==> config.mk <==
export PLATFORM = sky130hd
export DESIGN_NAME = randomgen_range
export DESIGN_NICKNAME = d
export VERILOG_FILES = /design/src/rtl/randomgen_range.sv
export SDC_FILE = /design/constraint.sdc
export NUM_CORES = 1
export LEC_CHECK = 0
export ABC_AREA = 1
export CAP_MARGIN = 20
export CORE_MARGIN = 3
export CORE_UTILIZATION = 30
export DETAILED_ROUTE_END_ITERATION = 8
export PLACE_DENSITY = 0.54
export SLEW_MARGIN = 20
export SYNTH_ARGS = -nofsm -noshare
export SYNTH_HDL_FRONTEND = slang
export SYNTH_SLANG_ARGS = --single-unit
==> constraint.sdc <==
create_clock -name clk -period 1.85 [get_ports clk]
set_input_delay 0.37 -clock clk [delete_from_list [all_inputs] [get_ports clk]]
set_output_delay 0.37 -clock clk [all_outputs]
set_load 0.01 [all_outputs]
==> src/rtl/randomgen_range.sv <==
// ============================================================================
// Module      : randomgen_range
// Description : Fibonacci LFSR with a rejection-sampling front end that returns
//               values in 0..limit. Optional hit counter: RANDOMGEN_HIT_COUNT_EN.
// Revision    : 1.0 - initial release
// ============================================================================
`default_nettype none

module randomgen_range #(
    parameter int WIDTH   = 10,
    parameter int SEED    = 1,
    parameter int MAX_TRY = 16
) (
    input  logic               clk,
    input  logic               rst,
    input  logic               en,
    input  logic               seed_load,
    input  logic [WIDTH-1:0]   seed,
    output logic [WIDTH-1:0]   rand_num,
    input  logic               req,
    input  logic [WIDTH-1:0]   limit,
    output logic               busy,
    output logic               valid,
    output logic [WIDTH-1:0]   value,
    output logic               exhausted,
    input  logic [WIDTH-1:0]   hit_target,
    output logic [15:0]        hit_count
);

    if (!(WIDTH == 8 || WIDTH == 10 || WIDTH == 12 || WIDTH == 16)) begin : g_bad_width
        $error("randomgen_range: WIDTH must be 8, 10, 12 or 16");
    end
    if (SEED == 0) begin : g_bad_seed
        $error("randomgen_range: SEED must be non-zero");
    end
    if (MAX_TRY < 1 || MAX_TRY > 255) begin : g_bad_max_try
        $error("randomgen_range: MAX_TRY must be 1..255");
    end

    localparam logic [15:0] C_TAPS_ALL = (WIDTH == 8)  ? 16'h00B8 :
                                         (WIDTH == 10) ? 16'h0240 :
                                         (WIDTH == 12) ? 16'h0829 :
                                                         16'hD008;
    localparam logic [WIDTH-1:0] C_TAPS     = C_TAPS_ALL[WIDTH-1:0];
    localparam logic [WIDTH-1:0] C_SEED     = SEED[WIDTH-1:0];
    localparam logic [WIDTH-1:0] C_ONE      = {{(WIDTH-1){1'b0}}, 1'b1};
    localparam logic [7:0]       C_LAST_TRY = 8'(MAX_TRY - 1);

    typedef enum logic [1:0] {
        S_IDLE = 2'd0,
        S_DRAW = 2'd1,
        S_DONE = 2'd2
    } state_t;

    state_t             state_q, state_d;
    logic [WIDTH-1:0]   lfsr_q, lfsr_d;
    logic [WIDTH-1:0]   limit_q, limit_d;
    logic [WIDTH-1:0]   mask_q, mask_d;
    logic [7:0]         try_q, try_d;
    logic [WIDTH-1:0]   value_q, value_d;
    logic               valid_q, valid_d;
    logic               exhausted_q, exhausted_d;
    logic [WIDTH-1:0]   candidate;

    // Smear the highest set bit downward: smallest 2^k-1 covering x.
    function automatic logic [WIDTH-1:0] cover_mask(input logic [WIDTH-1:0] x);
        logic [WIDTH-1:0] m;
        m = x;
        for (int i = 0; i < WIDTH; i++) begin
            m = m | (m >> 1);
        end
        return m;
    endfunction

    always_comb begin
        lfsr_d = lfsr_q;
        if (seed_load) begin
            lfsr_d = (seed == '0) ? C_ONE : seed;
        end else if (en) begin
            lfsr_d = {lfsr_q[WIDTH-2:0], ^(lfsr_q & C_TAPS)};
        end
    end

    assign candidate = lfsr_q & mask_q;

    always_comb begin
        state_d     = state_q;
        limit_d     = limit_q;
        mask_d      = mask_q;
        try_d       = try_q;
        value_d     = value_q;
        valid_d     = 1'b0;
        exhausted_d = exhausted_q;
        case (state_q)
            S_IDLE: begin
                if (req) begin
                    limit_d = limit;
                    mask_d  = cover_mask(limit);
                    try_d   = 8'd0;
                    state_d = S_DRAW;
                end
            end
            S_DRAW: begin
                if (candidate <= limit_q) begin
                    value_d     = candidate;
                    exhausted_d = 1'b0;
                    valid_d     = 1'b1;
                    try_d       = 8'd0;
                    state_d     = S_DONE;
                end else if (try_q == C_LAST_TRY) begin
                    // Dropping the top mask bit guarantees a result below limit.
                    value_d     = candidate & (mask_q >> 1);
                    exhausted_d = 1'b1;
                    valid_d     = 1'b1;
                    try_d       = 8'd0;
                    state_d     = S_DONE;
                end else begin
                    try_d = try_q + 8'd1;
                end
            end
            S_DONE: begin
                state_d = S_IDLE;
            end
            default: begin
                state_d = S_IDLE;
            end
        endcase
    end

    always_ff @(posedge clk) begin
        if (rst) begin
            state_q     <= S_IDLE;
            lfsr_q      <= C_SEED;
            limit_q     <= '0;
            mask_q      <= '0;
            try_q       <= 8'd0;
            value_q     <= '0;
            valid_q     <= 1'b0;
            exhausted_q <= 1'b0;
        end else begin
            state_q     <= state_d;
            lfsr_q      <= lfsr_d;
            limit_q     <= limit_d;
            mask_q      <= mask_d;
            try_q       <= try_d;
            value_q     <= value_d;
            valid_q     <= valid_d;
            exhausted_q <= exhausted_d;
        end
    end

    assign rand_num  = lfsr_q;
    assign busy      = (state_q == S_DRAW);
    assign valid     = valid_q;
    assign value     = value_q;
    assign exhausted = exhausted_q;

`ifdef RANDOMGEN_HIT_COUNT_EN
    logic [15:0] hit_q, hit_d;

    always_comb begin
        hit_d = hit_q;
        if (valid_q && (value_q == hit_target) && (hit_q != 16'hFFFF)) begin
            hit_d = hit_q + 16'd1;
        end
    end

    always_ff @(posedge clk) begin
        if (rst) begin
            hit_q <= 16'd0;
        end else begin
            hit_q <= hit_d;
        end
    end

    assign hit_count = hit_q;
`else
    logic unused_hit_target;
    assign unused_hit_target = ^hit_target;
    assign hit_count         = 16'd0;
`endif

endmodule

`default_nettype wire

Word level (Yosys, flattened, before mapping). Index checks and enable logic that the tools add are counted. Widths: inputs -> output; s select.

Equality and inequality tests: 4. Bitwise logic cells: 13. $add $sub $neg: 1. Reduce and logical (&&, ||, !) cells: 11. Multiplexer cells: 17. Magnitude comparators: 1.

Operators with widths (number): $or 10x9->10 (10); $mux 10 (5); $mux 8 (3); $pmux 8 s2 (1); $and 10x10->10 (1); $and 10x9->10 (1); $le 10x10->1 (1); $logic_not 10->1 (1); $reduce_xor 10->1 (1); $add 8x1->8 const B (1); $eq 8x4->1 const B (1); $reduce_and 2->1 (4); $mux 2 (3); $reduce_bool 2->1 (3); $mux 1 (4); $pmux 2 s2 (1); $ne 3x1->1 const B (1); $eq 2x1->1 const B (1); $logic_not 2->1 (1); $ne 2x2->1 const B (1); $reduce_or 2->1 (1); $not 1->1 (1).

Register bits after elaboration: 52. Output and inout bits: 39. Word-level logic and storage cells: 55. Bits of input ports: 35.

Depth between registers and ports, before layout.
Word-level depth: 10. Mapped depth: 14. Gate-level depth less buffers: 13.

Worst setup path after synthesis. Ideal clock, no wire load.

Path type: reg-to-reg. Start point: register lfsr_q[8] (netlist: rand_num[8]). End point: register value_q[8] (netlist: value[8]). Required time: 1733 ps. Buffers on the path: 1. Clock period less this slack: 1716 ps. Stages on the path, launching flop included: 14. Setup time: 117 ps. Data arrival time: 1599 ps. Setup slack: 134 ps. Cells stage by stage: dfxtp_1 > nand2_1 > inv_1 > ha_1 > nand2_1 > nor2_1 > nand3_1 > nor2_1 > nor2_1 > nand2_2 > nand2_1 > buf_4 > o21ai_0 > o21ai_2.

Word-level cells in the longest chain between the ends: 4. Elaborated cells on any way between the ends: 7. Those cells by class: order compare (1); mux (2); bitwise (2); reduce/logical (2).

RTL lines: start, declared (line 56) `logic [WIDTH-1:0] lfsr_q, lfsr_d;`; start signal, assigned (line 142) `lfsr_q <= lfsr_d;`; $and 10x10->10 (*) (line 84) `assign candidate = lfsr_q & mask_q;`; $le 10x10->1 or $and 10x9->10 (tied branches) (line 104, 112); $reduce_bool 2->1 (no source line) or $mux 10 (tied branches); $reduce_and 2->1 (no source line) or $mux 10 (tied branches); end signal, assigned (line 146) `value_q <= value_d;`; end, declared (line 60) `logic [WIDTH-1:0] value_q, value_d;`.

Mark *: on every way between the ends. The rest lies on a longest branch, timed or not. The select of a mux whose other input is x is not followed. A chain may end at the register's enable or synchronous reset.

Worst setup path after layout.
Start point: register lfsr_q[1] (netlist: rand_num[1]). End point: register exhausted_q (netlist: exhausted).

Word-level cells in the longest chain between the ends: 4. Elaborated cells on any way between the ends: 5. Those cells by class: order compare (1); mux (1); bitwise (1); reduce/logical (2).

RTL lines: $and 10x10->10 (*) (line 84); $le 10x10->1 (*) (line 104) `if (candidate <= limit_q) begin`; $reduce_bool 2->1 (no source line); $reduce_and 2->1 (no source line); end signal, assigned (line 148) `exhausted_q <= exhausted_d;`; end, declared (line 62) `logic exhausted_q, exhausted_d;`.

Mark *: on every way between the ends. The rest lies on a longest branch, timed or not.

==> metrics.md <==
| Metric | Value |
|---|---|
| Largest net degree at the start of global routing | `20` |
| First-pass GRT wire length | `11200 µm` |
| IO Pins | `74` |
| Post-Syn Area | `2560 µm²` |
| Clock transition at path regs | `90 ps` |
| Largest fanout on the critical path | `6` |
| Critical path's slowest cell | `dfxtp_2` |
| Failing checks | `negative setup slack` |
| Slack of the critical path | `-76.6 ps` |
| Switching Share | `30.7%` |
| Synth top area share | `39.9%` |
| Seq/Total Area, Yosys | `39.9%` |
| Internal | `1.81 mW` |
| Mean Syn Cell Area | `7.45 µm²` |
| Leak pwr | `1.63 nW` |
| R2R setup slack | `-80 ps` |
| Sequential fraction of design power | `46.6%` |
| Top-count cell post-synth | `nand2_1` |
| Vias in the first global route | `2319` |
| Buf/Inv on CP | `4` |
| Unrepaired setup endpoints after global routing | `yes` |
| Comb pwr share | `29.7%` |
| Hold crit path type | `reg2reg` |
| Placed Instances | `529` |
| Clk sinks | `51` |
| Largest area contributor in the netlist | `dfxtp_1` |
| VDD IR max | `420 µV` |
| Detailed placement HPWL | `5370 µm` |
| P per Cell Area | `681 nW/µm²` |
| Post-Syn Instances | `343` |
| Worst Path Required | `2090 ps` |
| Die W | `98.3 µm` |
| Port buffer count | `47` |
| CP Cell Sequence | `nand2_2, inv_2, ha_4, inv_2, o21bai_1, nand3_1, nor2_1, nor2_1, nand2_2, buf_6, nand3_4, nand2_8, buf_12, nand2_4, a21oi_2` |
| Yosys reg bits | `51` |
| Status | `complete, but fails checks` |
| Crit path kind | `reg2reg` |
| Detail Route Antenna Nets | `0` |
| DRT Wirelength | `7010 µm` |
| Hold Crit Depth | `2` |
| Arr. time, crit path | `2170 ps` |
| Max Cap Violations | `0` |
| Number of H-tree levels | `2` |
| Final net count | `486` |
| Overall power | `2.61 mW` |
| Via count | `2513` |
| Largest stage delay on the critical path | `350 ps` |
| Commonest cells in the netlist | `53 x nand2_1, 51 x dfxtp_1, 40 x inv_1, 30 x o21ai_0, 27 x nor2_1` |
| Top post-synthesis cells by area | `dfxtp_1 40%, nand2_1 7.8%, inv_1 5.9%` |
| Grt total ovfl | `0` |
| Yosys warns | `0` |
| Initial DRC Count | `133` |
| Setup crit end kind | `register` |
| Final non-filler cell total | `548` |
| DR DRC count | `0` |
| Initial antenna violation count | `0` |
| First-pass DRT Iterations | `5` |
| Fin. max-slew vios | `0` |
| Number of diodes | `0` |
| Clock Skew | `9.51 ps` |
| Fillers | `811` |
| Final Critical Period | `1930 ps` |
| Worst-case reg-to-reg path depth | `15` |
| Worst slack, placed | `-210 ps` |
| EDFF count, synth | `0` |
| Psw | `0.803 mW` |
| Die area | `9660 µm²` |
| Reg2reg start | `rand_num[1]$_SDFFE_PP0P_` |
| Period utilisation layout | `104%` |
| Stages on the worst setup path | `15` |
| Chip Height | `98.3 µm` |
| Highest clock rate | `0.519 GHz` |
| Inserted Clock Buffers | `5` |
| Clock share of power | `23.7%` |
| Final setup fails | `15` |
| Row Count | `33` |
| Fin. Hold Viols | `0` |
| CTS Buffer Depth | `2` |
| Initial Util | `31.0%` |
| Clk_lat worst skew | `300 ps` |
| Storage cell area | `1030 µm²` |
| Area of the multi-input gates | `1480 µm²` |
| DR WL/cell | `12.8 µm` |
| Vias per cell | `4.59` |
| CTS tree | `done` |
| Hold path startpoint | `value[0]$_SDFFE_PP0P_` |
| Total track usage | `14.1%` |
| Top FF cell, synth | `dfxtp_1` |
| Crit-path leading delay family | `simple AND/OR/NAND/NOR gates` |
| Core Region | `8260 µm²` |
| Reg-to-Reg End | `exhausted$_SDFFE_PP0P_` |
| Hold Path Sink | `value[0]$_SDFFE_PP0P_` |
| Clk root buf | `clkbuf_8` |
| Placer congestion estimate | `0.831` |
| Synth cell types | `31` |
| Share of cells above drive strength 1 | `31.2%` |
| Area Overhead vs Synth | `50.2%` |
| Startpoint types | `register` |
| Async SR Flop Fraction | `0%` |
==> tightest hold or removal path, cell delays in order (launching register included) <==
cell,delay [ps]
dfxtp_1,330
nand3_2,60
o21ai_1,40
==> final cells by class <==
| cell class | instances | share of cell area [%] |
|---|---|---|
| Clock buffer | 7 | 1.99 |
| Tap cell | 105 | 3.42 |
| Timing Repair Buffer | 104 | 24.8 |
| Sequential cell | 51 | 26.8 |
| Clock inverter | 1 | 0.130 |
| Inverter | 43 | 4.20 |
| Multi-Input combinational cell | 237 | 38.6 |
==> power groups by stage <==
stage / Clock, mW / Sequential [mW] / Combinational (mW)
global placement: 0 / 1.23 / 0.634
floorplan: 0 / 1.24 / 0.334
finish: 0.620 / 1.22 / 0.777
detailed placement: 0 / 1.24 / 0.638
CTS: 0.645 / 1.21 / 0.703
global route: 0.694 / 1.23 / 0.857
==> cells by family (layout without fill, tap and decap cells) <==
group	count (synthesis)	count (layout)	share of synthesized area, %
other cells	1	16	0.147
compound gates	78	78	17.8
fa+ha+maj	9	9	4.41
xor+xnor	6	6	2.06
buf+inv	70	155	13.2
flops	51	51	39.9
simple gates	128	128	22.4
==> registers in the layout, summed over array words and instances, names as in the netlist <==
register and cells:
try_q 8, state_q 2, valid 1, limit_q 10, mask_q 9, exhausted 1, value 10, rand_num 10
==> how the worst max path moves through the flow <==
stage	from	endpoint	slack [ps]
6_report	rand_num[1]$_SDFFE_PP0P_	exhausted$_SDFFE_PP0P_	-80
5_1_grt	rand_num[3]$_SDFFE_PP0P_	value[7]$_SDFFE_PP0P_	-210
4_1_cts	mask_q[3]$_SDFFE_PP0P_	try_q[0]$_SDFFE_PP0P_	-20
3_5_place_dp	mask_q[2]$_SDFFE_PP0P_	value[2]$_SDFFE_PP0P_	-210
3_3_place_gp	mask_q[2]$_SDFFE_PP0P_	value[2]$_SDFFE_PP0P_	-170
2_1_floorplan	rand_num[8]$_SDFFE_PP0P_	value[8]$_SDFFE_PP0P_	130
==> per-layer routing <==
| metal | track usage (%) | up-vias | routed length, µm |
|---|---|---|---|
| met4 | 2.52 | 0 | 55 |
| met1 | 20.5 | 1148 | 3410 |
| met2 | 22.1 | 62 | 3250 |
| li1 | - | 1299 | - |
| met3 | 2.29 | 4 | 308 |
| met5 | 0 | - | 0 |
==> through the flow <==
step / instance area, µm² / hold WS [ps] / util, % / TNS (ps)
5_1_grt: 3840 / 486 / 46.5 / -3410
3_5_place_dp: 3410 / 456 / 41.3 / -1390
4_1_cts: 3660 / 470 / 44.3 / -96.0
2_1_floorplan: 2610 / 435 / - / 0
3_3_place_gp: 3410 / 457 / 41.3 / -783
6_report: 3840 / 469 / 46.5 / -681
==> placed cells by master (no fill, tap or decap), types with 3 or more instances in the layout <==
| cell | Yosys | final |
|---|---|---|
| nand4_1 | 5 | 5 |
| inv_2 | 1 | 11 |
| clkdlybuf4s50_1 | 0 | 47 |
| dfxtp_1 | 51 | 44 |
| nand2_1 | 53 | 40 |
| clkbuf_8 | 0 | 5 |
| a21oi_1 | 24 | 20 |
| nand3_2 | 2 | 6 |
| nor2_1 | 27 | 23 |
| o221ai_1 | 4 | 4 |
| xnor2_1 | 4 | 4 |
| o21ai_1 | 2 | 4 |
| nand3_1 | 18 | 12 |
| ha_1 | 9 | 3 |
| o21ai_0 | 30 | 26 |
| nor2_2 | 4 | 7 |
| dfxtp_2 | 0 | 7 |
| a31oi_1 | 4 | 4 |
| inv_1 | 40 | 30 |
| buf_4 | 18 | 51 |
| a21oi_2 | 0 | 4 |
| nand2_2 | 4 | 14 |
| buf_6 | 1 | 3 |
| o21ai_2 | 8 | 9 |
| conb_1 | 1 | 16 |
| nor3_1 | 10 | 9 |
| ha_4 | 0 | 6 |
| o21bai_1 | 4 | 3 |
==> timing repair <==
| item | in CTS | in global routing |
|---|---|---|
| pin swaps | 8 | 13 |
| cloned | 0 | 1 |
| gates resized for setup | 29 | 40 |
| hold buffers | 0 | 0 |
| setup buffers | 9 | 1 |
| endpoints found under the setup margin | 19 | 23 |
Note: power is estimated with default switching activity, not from simulation.
